$ cat src/rtl/ws2812_frame_master.sv
// WS2812 frame master: APB master that computes one colour per LED from a
// selectable effect (solid, chase, rainbow, off) and writes it to the LED
// driver's colour register, then waits for end-of-frame plus a gap.
// Optional build macro WS2812_BRIGHTNESS_EN adds brightness_i channel scaling.
module ws2812_frame_master #(
   parameter int unsigned LED_COUNT      = 3,
   parameter int unsigned HUE_STEP_LED   = 64,
   parameter int unsigned HUE_STEP_FRAME = 8,
   parameter int unsigned FRAME_GAP      = 1000,
   parameter int unsigned TIMEOUT_CYCLES = 16
) (
   input  logic        clk_i,
   input  logic        resetn_i,
   input  logic        enable_i,
   input  logic [1:0]  mode_i,
   input  logic [23:0] base_colour_i,
`ifdef WS2812_BRIGHTNESS_EN
   input  logic [7:0]  brightness_i,
`endif
   input  logic        frame_done_i,
   output logic        apb_psel_o,
   output logic        apb_penable_o,
   output logic        apb_pwrite_o,
   output logic [5:0]  apb_paddr_o,
   output logic [31:0] apb_pwdata_o,
   input  logic        apb_pready_i,
   input  logic        apb_pslverr_i,
   output logic        busy_o,
   output logic        err_o,
   output logic [15:0] frame_count_o
);

   localparam logic [7:0]  LastIdx  = 8'(LED_COUNT - 1);
   localparam logic [10:0] HueLed   = 11'(HUE_STEP_LED);
   localparam logic [10:0] HueFrame = 11'(HUE_STEP_FRAME);
   localparam logic [31:0] GapLast  = 32'((FRAME_GAP == 0) ? 0 : FRAME_GAP - 1);
   localparam logic [31:0] TmoLast  = 32'((TIMEOUT_CYCLES == 0) ? 0 : TIMEOUT_CYCLES - 1);

   typedef enum logic [2:0] {StIdle, StCalc, StSetup, StAccess, StWaitDone, StGap} state_e;

   state_e      state_q, state_d;
   logic [7:0]  led_idx_q, led_idx_d;
   logic [7:0]  chase_pos_q, chase_pos_d;
   logic [9:0]  frame_hue_q, frame_hue_d;
   logic [9:0]  hue_q, hue_d;
   logic [31:0] gap_cnt_q, gap_cnt_d;
   logic [31:0] tmo_cnt_q, tmo_cnt_d;
   logic        psel_q, psel_d;
   logic        penable_q, penable_d;
   logic [31:0] pwdata_q, pwdata_d;
   logic        busy_q, busy_d;
   logic        err_q, err_d;
   logic [15:0] frame_count_q, frame_count_d;
   logic [23:0] raw_colour, colour;

   // Hue addition modulo 768; both operands are below 768 so one subtract suffices.
   function automatic logic [9:0] hue_add(input logic [9:0] a, input logic [10:0] inc);
      logic [10:0] s;
      s = {1'b0, a} + inc;
      if (s >= 11'd768) s = s - 11'd768;
      return s[9:0];
   endfunction

`ifdef WS2812_BRIGHTNESS_EN
   function automatic logic [7:0] scale(input logic [7:0] c, input logic [7:0] b);
      logic [15:0] p;
      p = {8'h00, c} * ({8'h00, b} + 16'd1);
      return p[15:8];
   endfunction
`endif

   // Effect colour for the LED currently in CALC (GRB packing).
   always_comb begin
      logic [7:0] v, nv;
      logic [23:0] rainbow;
      v  = hue_q[7:0];
      nv = 8'hFF - v;
      unique case (hue_q[9:8])
         2'd0:    rainbow = {v, nv, 8'h00};
         2'd1:    rainbow = {nv, 8'h00, v};
         2'd2:    rainbow = {8'h00, v, nv};
         default: rainbow = 24'h0;
      endcase
      unique case (mode_i)
         2'd0:    raw_colour = base_colour_i;
         2'd1:    raw_colour = (led_idx_q == chase_pos_q) ? base_colour_i : 24'h0;
         2'd2:    raw_colour = rainbow;
         default: raw_colour = 24'h0;
      endcase
`ifdef WS2812_BRIGHTNESS_EN
      colour = {scale(raw_colour[23:16], brightness_i), scale(raw_colour[15:8], brightness_i),
                scale(raw_colour[7:0], brightness_i)};
`else
      colour = raw_colour;
`endif
   end

   // Frame sequencing and APB transfer next-state logic.
   always_comb begin
      state_d       = state_q;
      led_idx_d     = led_idx_q;
      chase_pos_d   = chase_pos_q;
      frame_hue_d   = frame_hue_q;
      hue_d         = hue_q;
      gap_cnt_d     = gap_cnt_q;
      tmo_cnt_d     = tmo_cnt_q;
      psel_d        = psel_q;
      penable_d     = penable_q;
      pwdata_d      = pwdata_q;
      err_d         = err_q;
      frame_count_d = frame_count_q;
      unique case (state_q)
         StIdle: begin
            if (enable_i) begin
               state_d   = StCalc;
               led_idx_d = 8'd0;
               hue_d     = frame_hue_q;
            end
         end
         StCalc: begin
            pwdata_d  = {led_idx_q, colour};
            psel_d    = 1'b1;
            penable_d = 1'b0;
            state_d   = StSetup;
         end
         StSetup: begin
            penable_d = 1'b1;
            tmo_cnt_d = 32'd0;
            state_d   = StAccess;
         end
         StAccess: begin
            // pready is checked first so it wins over a same-cycle timeout
            if (apb_pready_i) begin
               psel_d    = 1'b0;
               penable_d = 1'b0;
               pwdata_d  = 32'h0;
               if (apb_pslverr_i) err_d = 1'b1;
               if (led_idx_q == LastIdx) begin
                  state_d = StWaitDone;
               end else begin
                  led_idx_d = led_idx_q + 8'd1;
                  hue_d     = hue_add(hue_q, HueLed);
                  state_d   = StCalc;
               end
            end else if (tmo_cnt_q == TmoLast) begin
               psel_d    = 1'b0;
               penable_d = 1'b0;
               pwdata_d  = 32'h0;
               err_d     = 1'b1;
               state_d   = StIdle;
            end else begin
               tmo_cnt_d = tmo_cnt_q + 32'd1;
            end
         end
         StWaitDone: begin
            if (frame_done_i) begin
               frame_count_d = frame_count_q + 16'd1;
               chase_pos_d   = (chase_pos_q == LastIdx) ? 8'd0 : chase_pos_q + 8'd1;
               frame_hue_d   = hue_add(frame_hue_q, HueFrame);
               gap_cnt_d     = 32'd0;
               state_d       = StGap;
            end
         end
         StGap: begin
            if (gap_cnt_q == GapLast) begin
               if (enable_i) begin
                  state_d   = StCalc;
                  led_idx_d = 8'd0;
                  hue_d     = frame_hue_q;
               end else begin
                  state_d = StIdle;
               end
            end else begin
               gap_cnt_d = gap_cnt_q + 32'd1;
            end
         end
         default: state_d = StIdle;
      endcase
      busy_d = (state_d != StIdle);
   end

   // State and registered outputs; reset drops the bus immediately.
   always_ff @(posedge clk_i or negedge resetn_i) begin
      if (!resetn_i) begin
         state_q       <= StIdle;
         led_idx_q     <= 8'd0;
         chase_pos_q   <= 8'd0;
         frame_hue_q   <= 10'd0;
         hue_q         <= 10'd0;
         gap_cnt_q     <= 32'd0;
         tmo_cnt_q     <= 32'd0;
         psel_q        <= 1'b0;
         penable_q     <= 1'b0;
         pwdata_q      <= 32'h0;
         busy_q        <= 1'b0;
         err_q         <= 1'b0;
         frame_count_q <= 16'd0;
      end else begin
         state_q       <= state_d;
         led_idx_q     <= led_idx_d;
         chase_pos_q   <= chase_pos_d;
         frame_hue_q   <= frame_hue_d;
         hue_q         <= hue_d;
         gap_cnt_q     <= gap_cnt_d;
         tmo_cnt_q     <= tmo_cnt_d;
         psel_q        <= psel_d;
         penable_q     <= penable_d;
         pwdata_q      <= pwdata_d;
         busy_q        <= busy_d;
         err_q         <= err_d;
         frame_count_q <= frame_count_d;
      end
   end

   assign apb_psel_o    = psel_q;
   assign apb_penable_o = penable_q;
   assign apb_pwrite_o  = psel_q;
   assign apb_paddr_o   = psel_q ? 6'h08 : 6'h00;
   assign apb_pwdata_o  = pwdata_q;
   assign busy_o        = busy_q;
   assign err_o         = err_q;
   assign frame_count_o = frame_count_q;

endmodule

$ cat config.mk
export PLATFORM = sky130hd
export DESIGN_NAME = ws2812_frame_master
export DESIGN_NICKNAME = d
export VERILOG_FILES = /design/src/rtl/ws2812_frame_master.sv
export SDC_FILE = /design/constraint.sdc
export NUM_CORES = 1
export LEC_CHECK = 0
export ABC_CLOCK_PERIOD_IN_PS = 3200
export CORE_MARGIN = 5
export CORE_UTILIZATION = 25
export DETAILED_ROUTE_END_ITERATION = 16
export PLACE_DENSITY = 0.41
export SKIP_CTS_REPAIR_TIMING = 1
export SKIP_LAST_GASP = 1
export SLEW_MARGIN = 20
export SYNTH_ARGS = -nofsm -noshare
export SYNTH_HDL_FRONTEND = slang
export SYNTH_SLANG_ARGS = --single-unit
$ cat constraint.sdc
create_clock -name clk_i -period 3.2 [get_ports clk_i]
set_clock_uncertainty 0.05 [all_clocks]
set_input_delay 0.96 -clock clk_i [delete_from_list [all_inputs] [get_ports clk_i]]
set_output_delay 0.96 -clock clk_i [all_outputs]
set_load 0.005 [all_outputs]
Yosys cells after proc, flatten, opt, wreduce, memory -nomap -nowiden:

Index checks and enable logic that the tools add are counted.

* bits in registers: 155
* bits of input ports: 32
* output and inout bits: 59
* logic and storage cells: 106

* add/sub/neg operators: 10
* $lt $le $gt $ge: 2
* equal/unequal tests: 23
* muxes and demuxes: 41
* reduce and logical (&&, ||, !) cells: 17

Operators by type and width (count)
* $mux W32: 6
* $pmux W32 S2: 3
* $pmux W24 S3: 2
* $add A32 B1 Y32 const B: 2
* $mux W10: 6
* $mux W8: 5
* $eq A32 B10 Y1 const B: 1
* $eq A32 B4 Y1 const B: 1
* $pmux W10 S3: 1
* $mux W24: 1
* $pmux W8 S3: 1
* $ge A11 B10 Y1 const B: 2
* $sub A10 B10 Y10 const B: 2
* $mux W3: 6
* $pmux W3 S6: 1
* $add A16 B1 Y16 const B: 1
* $add A8 B1 Y8 const B: 2
* $eq A8 B2 Y1 const B: 2
* $ne A2 B2 Y1 const B: 7
* $add A10 B4 Y11 const B: 1
* $add A10 B7 Y11 const B: 1
* $reduce_and A3 Y1: 3
* $reduce_bool A3 Y1: 3
* $eq A8 B8 Y1: 1
* other kinds (17): 32

Longest topological paths before layout:

Gate-level depths: netlist of the first run.

* word-level depth: 6
* depth in mapped cells: 8
* depth with buffers taken out: 7

Worst setup path before layout of the first run:

Ideal clock, no wire load.

* path type: input port to flip-flop
* from: input port frame_done_i
* to: register gap_cnt_q[31]
* setup time: 0.078 ns
* data arrival time: 2.285 ns
* required time: 3.072 ns
* path slack: 0.787 ns
* cell stages on the path: 6
* path buffers: 1
* path through: nand4bb_1 > clkbuf_1 > a211oi_2 > nand3_1 > or3_1 > a21oi_1

* cells in the longest elaborated chain, start to end: 2

Ends and longest elaborated chain
* start: declaration: line 20 `input logic frame_done_i,`
* $ne A2 B2 Y1 (no source line)
* $reduce_and A3 Y1 (no source line)
* end signal: assignment: line 204 `gap_cnt_q <= gap_cnt_d;`
* end: declaration: line 46 `logic [31:0] gap_cnt_q, gap_cnt_d;`

Every way passes these cells.
A chain may end at the register's enable or synchronous reset.

Worst setup path in the final report of the first run:

* from: register gap_cnt_q[29]
* to: register hue_q[3]

* cells in the longest elaborated chain, start to end: 3

Ends and longest elaborated chain
* $eq A32 B10 Y1: line 165 `if (gap_cnt_q == GapLast) begin`
* $ne A2 B2 Y1 (no source line)
* $reduce_and A4 Y1 (no source line)
* end signal: assignment: line 203 `hue_q <= hue_d;`
* end: declaration: line 45 `logic [9:0] hue_q, hue_d;`

Every way passes these cells.

==> impl_metrics.ini, run 1 <==
[timing]
tightest_slew_ns = 0.694
timing.final.crit_period_ns = 2.56
setup_repair_after_global_routing_missed_its_margin = false
finalMaxSlewViolations = 0
layout_worst_path_cycle_share_pct = 80.0
fmax_ghz = 0.391
setup_total_negative_slack_ns = 0
hold_viol = 0
timing.max_slew.rel_slack_pct = 53.8
final-setup-viol-count = 0

[synthesis]
yosys_warnings = 0
synth-seq-cells = 149
synth_async_sr_flop_share_pct = 100
post_synth_edffs = 0
mappedNetlistArea_um2 = 7850
ys_seq_area_share_pct = 47.5
dominantRegCellSynth = dfrtp_1
ys_types = 64
synthesized_area_per_cell_um2 = 9.85
synth_cells = 797

[setup_path]
worstPathMaxFanout = 13
regToRegStartpoint = gap_cnt_q[29]$_DFFE_PN0P_
slowest_delay_ns = 0.44
rr_worst_depth = 6
worstPathRequired_ns = 3.46
cp-start-kind = register
arrival_ns = 2.82
endpoint_kind = register
register_to_register_path_setup_slack_ns = 0.64
cp_cell_sequence = nor4_2, nand4_2, o31a_1, buf_4, nor2_2, mux2_2
worst_path_max_delay_cell = dfrtp_1
path_class = reg -> reg
rr_endpoint = hue_q[3]$_DFFE_PN0P_
path_delay_family = simple AND/OR/NAND/NOR gates
timing.critical_path.buf_inv = 1

[place]
placed_cells_incl_taps = 1260
buffer_ports.inserted = 85
post-dp-hpwl_mm = 14.6
place.gp.congestion = 0.755

[clocking]
cts.path.max_buffers = 2
cts.htree.levels = 4
cts.clk_slew.worst_paths_ns = 0.07
clock-sinks = 149
tritoncts = built
clk_latency_ns = 0.43
cts_root_buffer = clkbuf_16
numCtsBuffers = 17

[finish]
layout_commonest_cell = dfrtp_1
final_cells = 1292
final_cell_mix = 149 x dfrtp_1, 84 x clkdlybuf4s50_1, 67 x nor2_1
antenna_cells_inserted = 0
finalNetCount = 927
area_delta_synth_final_pct = 25.1
post_route_cells_drive_above_1_share_pct = 9.60

[floorplanning]
die_height_um = 187
rows = 64
start_util_pct = 25.5
design.portCount = 91
core_region_area_um2 = 30800
die_width_um = 187
die_area_um2 = 35000

[flow_run]
max_cap_viol_count = 0

[detailed_routing]
drtAntennaViolNets = 0
routed_via_density = 4.73
dr_total_vias = 6107
first_iter_violations = 258
first_pass_iters = 4
drc = 0
wire_per_inst_um = 16.2
detail_route.wirelength_mm = 20.9

[power]
worst_ir_drop_vdd_uv = 384
p_leak_nw = 4.04
power.density_nw_per_um2 = 651
power.total_mw = 6.39

[grt]
grt_overflow = 0
global_route_wire_length_before_repair_mm = 34.9
grt_start_max_net_pins = 54
grt_pass1_vias = 6223
antenna_violations_before_repair = 0
grt_util_met1_pct = 16.7
grt.total_usage_pct = 12.2
grt.met3_usage_pct = 2.59
grt_busiest_layer = met2
grt.met2_usage_pct = 19.4

[hold_path]
hp-start = frame_count_o[15]$_DFFE_PN0P_
whs_endpoint = frame_count_o[15]$_DFFE_PN0P_
worstHoldPathType = reg -> reg
min_path_cells = 1

[outcome]
status = completed
-- cell families (layout without fill, tap and decap cells) --
| kind of cell | count (synthesis) | count (layout) | synth area share (%) |
|---|---|---|---|
| other | 1 | 5 | 0.0478 |
| xor gates and xnor gates | 69 | 69 | 7.70 |
| adders and majority gates | 12 | 12 | 1.91 |
| DFF | 149 | 149 | 47.5 |
| muxes | 10 | 10 | 1.34 |
| and+or+nand+nor | 320 | 320 | 22.6 |
| AOI/OAI and AO/OA | 169 | 169 | 14.9 |
| buffers and inverters | 67 | 162 | 3.95 |
-- worst reg2reg max path: cells and delay by family (launching register included) --
family | cells | cell delay, ns
buffers and inverters | 1 | 0.19
muxes | 1 | 0.39
DFF | 1 | 0.44
and+or+nand+nor | 3 | 0.99
AOI/OAI and AO/OA | 1 | 0.38
-- area by class of cell --
class                   count  area (um2)
clock buffers              18         439
clock inverters            14         150
fillers                  3183       21000
inverters                  21        78.8
multi-input cells         585        3850
flip-flops and latches    149        3730
well taps                 396         495
repair buffers            109        1070
-- routing by layer --
metal	vias to the layer above	part of all wire (%)
met1	2941	49
met2	70	46
met3	11	3.1
met4	0	1.1
met5	-	0
li1	3085	-
-- cell usage after synthesis, types with 4 or more instances --
| master | instances | area (um2) |
|---|---|---|
| xnor2_1 | 38 | 333 |
| xor2_1 | 31 | 272 |
| nor2_1 | 67 | 251 |
| nand2_1 | 62 | 233 |
| mux2i_1 | 6 | 60.1 |
| and3_1 | 16 | 100 |
| or3_1 | 30 | 188 |
| nor3_1 | 13 | 65.1 |
| o211ai_1 | 7 | 52.6 |
| and2_1 | 5 | 31.3 |
| ha_1 | 12 | 150 |
| nand4_2 | 4 | 50.1 |
| o2111ai_1 | 6 | 52.6 |
| dfrtp_1 | 149 | 3730 |
| buf_1 | 4 | 15.0 |
| nor4_2 | 4 | 50.1 |
| nand3b_1 | 6 | 45.0 |
| o31ai_1 | 11 | 82.6 |
| nand4_1 | 23 | 144 |
| buf_2 | 11 | 55.1 |
| a31oi_1 | 4 | 25.0 |
| and4_1 | 6 | 52.6 |
| mux2_2 | 4 | 45.0 |
| or4_1 | 10 | 75.1 |
| a21oi_1 | 45 | 225 |
| clkbuf_1 | 21 | 78.8 |
| nand3_1 | 32 | 160 |
| buf_4 | 8 | 60.1 |
| nand2b_1 | 8 | 50.1 |
| o21ai_0 | 43 | 215 |
| a22o_1 | 10 | 87.6 |
| inv_1 | 21 | 78.8 |
| a221o_1 | 24 | 240 |
| nor4_1 | 17 | 106 |
-- sequential cells by signal, summed over array words and instances (netlist names), 3 cells and up --
name / count
apb_pwdata_o: 32
gap_cnt_q: 32
tmo_cnt_q: 32
frame_count_o: 16
chase_pos_q: 8
led_idx_q: 8
frame_hue_q: 7
hue_q: 7
state_q: 3
-- how the worst max path moves through the flow --
stage               cells past startpoint  slack (ns)                   endpoint                      start
global route                            5        0.40  gap_cnt_q[20]$_DFFE_PN0P_       state_q[1]$_DFF_PN0_
CTS                                     6        0.61       hue_q[3]$_DFFE_PN0P_  gap_cnt_q[29]$_DFFE_PN0P_
floorplan                               6        0.79  gap_cnt_q[31]$_DFFE_PN0P_               frame_done_i
global placement                        6        0.27  tmo_cnt_q[12]$_DFFE_PN0P_               apb_pready_i
finish                                  6        0.64       hue_q[3]$_DFFE_PN0P_  gap_cnt_q[29]$_DFFE_PN0P_
detailed placement                      6        0.27  tmo_cnt_q[12]$_DFFE_PN0P_               apb_pready_i
-- report_power, final --
part           total, mW  switching (mW)  internal [mW]
Combinational       1.78           0.881          0.895
Clock               2.05           0.877           1.18
Sequential          2.56           0.378           2.18
Total               6.39            2.14           4.25
-- metrics by stage --
stage	setup slack [ns]	util, %	area [um2]	hold WS, ns
finish	0.641	31.8	9820	0.413
detailed placement	0.266	29.9	9230	0.415
CTS	0.605	31.8	9820	0.424
global route	0.402	31.8	9820	0.439
floorplan	0.787	-	7860	0.412
global placement	0.274	29.9	9230	0.409
Note: power is estimated with default switching activity, not from simulation.
==> run 2: changes to the inputs <==
ABC_CLOCK_PERIOD_IN_PS = 2500   (was 3200)
clock period = 2.5 ns   (was 3.2 ns; I/O delays follow)
==> run 2 against run 1 <==
Sequential power rose by 23%. Die area unchanged. Global-route usage hardly changed. First-iteration DRC count up 33%. Non-clock buffer count grew 56. Clock-buffer cell count did not move. Hold slack got worse by 0.20 ns. Clock power is 25% higher. Maximum frequency is 10% higher. Sequential share of layout area shrank 1.7 points. Flip-flop and latch count is the same. Via count up 6.0%. Highest routed layer is now met5.
==> impl_metrics.ini, run 2 (same netlist as run 1, synthesis figures left out) <==
[power]
comb_power_share_pct = 31.2
p_leak_nw = 4.32
seq_power_share_pct = 37.9
pwr-share-clk_pct = 30.9
swShare_pct = 33.5
power.density_nw_per_um2 = 808
worst_ir_drop_vdd_uv = 472
internal_power_mw = 5.53
power.total_mw = 8.31
switching_component_of_the_power_mw = 2.78

[clocking]
numCtsBuffers = 17
clock-sinks = 149
cts.clk_slew.worst_paths_ns = 0.07
clk_latency_ns = 0.43
tritoncts = built
cts.htree.levels = 4
cts_root_buffer = clkbuf_16
cts.path.max_buffers = 2

[detailed_routing]
detail_route.wirelength_mm = 21.2
first_iter_violations = 343
dr_total_vias = 6471
drtAntennaViolNets = 0
wire_per_inst_um = 15.7
first_pass_iters = 5
drc = 0
routed_via_density = 4.80

[grt]
grt.total_usage_pct = 12.2
global_route_wire_length_before_repair_mm = 35.3
antenna_violations_before_repair = 1
grt_overflow = 0
grt_pass1_vias = 6385
grt_start_max_net_pins = 48

[floorplanning]
start_util_pct = 25.5
core_region_area_um2 = 30800
die_height_um = 187
rows = 64
die_width_um = 187
design.portCount = 91
die_area_um2 = 35000

[finish]
post_route_cells_drive_above_1_share_pct = 15.3
layout_commonest_cell = dfrtp_1
finalNetCount = 983
area_occupied_by_multi_input_gates_um2 = 3870
antenna_cells_inserted = 0
finalCoreUtilization_pct = 33.4
num-fill-cells = 3156
final_cell_mix = 149 x dfrtp_1, 84 x clkdlybuf4s50_1, 74 x buf_4
register_area_um2 = 3730
area_delta_synth_final_pct = 31.1

[setup_path]
register_to_register_path_setup_slack_ns = 0.17
path_class = reg -> reg
cp-start-kind = register
regToRegStartpoint = gap_cnt_q[24]$_DFFE_PN0P_
arrival_ns = 2.59
rr_endpoint = hue_q[4]$_DFFE_PN0P_
worstPathRequired_ns = 2.76
worstPathMaxFanout = 11
endpoint_kind = register
rr_worst_depth = 5

[timing]
fmax_ghz = 0.430
layout_worst_path_cycle_share_pct = 93.1
tightest_slew_ns = 0.506
setup_repair_after_global_routing_missed_its_margin = false
setup_total_negative_slack_ns = 0
finalMaxSlewViolations = 0
hold_viol = 0
final-setup-viol-count = 0
timing.final.crit_period_ns = 2.33
timing.max_slew.rel_slack_pct = 66.3

[place]
post-dp-hpwl_mm = 15.3
place.gp.congestion = 0.775
buffer_ports.inserted = 85

[hold_path]
worstHoldPathType = in -> async

[outcome]
status = completed

[flow_run]
max_cap_viol_count = 0
run 2: changes by cell type in the layout (fill, tap and decap cells not counted), sizes merged:
cell      before  now
clkinv         3    5
clkinvlp       5    3
buf           25   81
bufinv         2    1
inv           25   26
run 2: area by class of cell:
class	count	area share, %
sequential	149	36.3
clock buffer	18	4.27
clock inverter	14	1.40
multi-input combinational	585	37.6
tap	396	4.82
timing repair buffer	165	14.9
inverter	21	0.766
run 2: worst max-delay path by stage:
stage | startpoint | endpoint | cells after the start
after floorplan | led_idx_q[0]$_DFFE_PN0P_ | busy_o$_DFF_PN0_ | 8
after global placement | apb_pready_i | tmo_cnt_q[31]$_DFFE_PN0P_ | 8
after detailed placement | apb_pready_i | tmo_cnt_q[31]$_DFFE_PN0P_ | 8
after CTS | tmo_cnt_q[29]$_DFFE_PN0P_ | busy_o$_DFF_PN0_ | 5
after global routing | tmo_cnt_q[0]$_DFFE_PN0P_ | tmo_cnt_q[25]$_DFFE_PN0P_ | 8
final | gap_cnt_q[24]$_DFFE_PN0P_ | hue_q[4]$_DFFE_PN0P_ | 5
run 2: through the flow:
stage          setup slack [ns]  hold WS [ns]  area, um2  instances
3_3_place_gp             -0.158         0.412       9680       1315
5_1_grt                  0.0128         0.238      10300       1348
6_report                  0.173         0.213      10300       1348
2_1_floorplan             0.237         0.404       7860        801
4_1_cts                  0.0983         0.216      10300       1347
3_5_place_dp             -0.179         0.417       9680       1315
run 2: worst max-delay path: stages, from the launching register on:
cell,delay (ns)
dfrtp_1,0.44
nor4_4,0.34
nand4_2,0.23
o31a_2,0.51
nor2_2,0.28
mux2_2,0.37
run 2: power groups by stage:
stage	combinational [mW]	clock (mW)	sequential [mW]
2_1_floorplan	1.44	0	3.12
3_3_place_gp	2.63	0	3.20
3_5_place_dp	2.62	0	3.20
4_1_cts	2.63	2.67	3.16
5_1_grt	2.84	2.76	3.22
6_report	2.59	2.57	3.15
run 2: metal layers:
layer / vias to the layer above / global-route usage [%] / wire [um]
met2: 107 / 19.3 / 9690
li1: 3191 / - / -
met1: 3138 / 16.9 / 10300
met5: - / 0 / 13
met3: 33 / 2.59 / 771
met4: 2 / 3.73 / 371
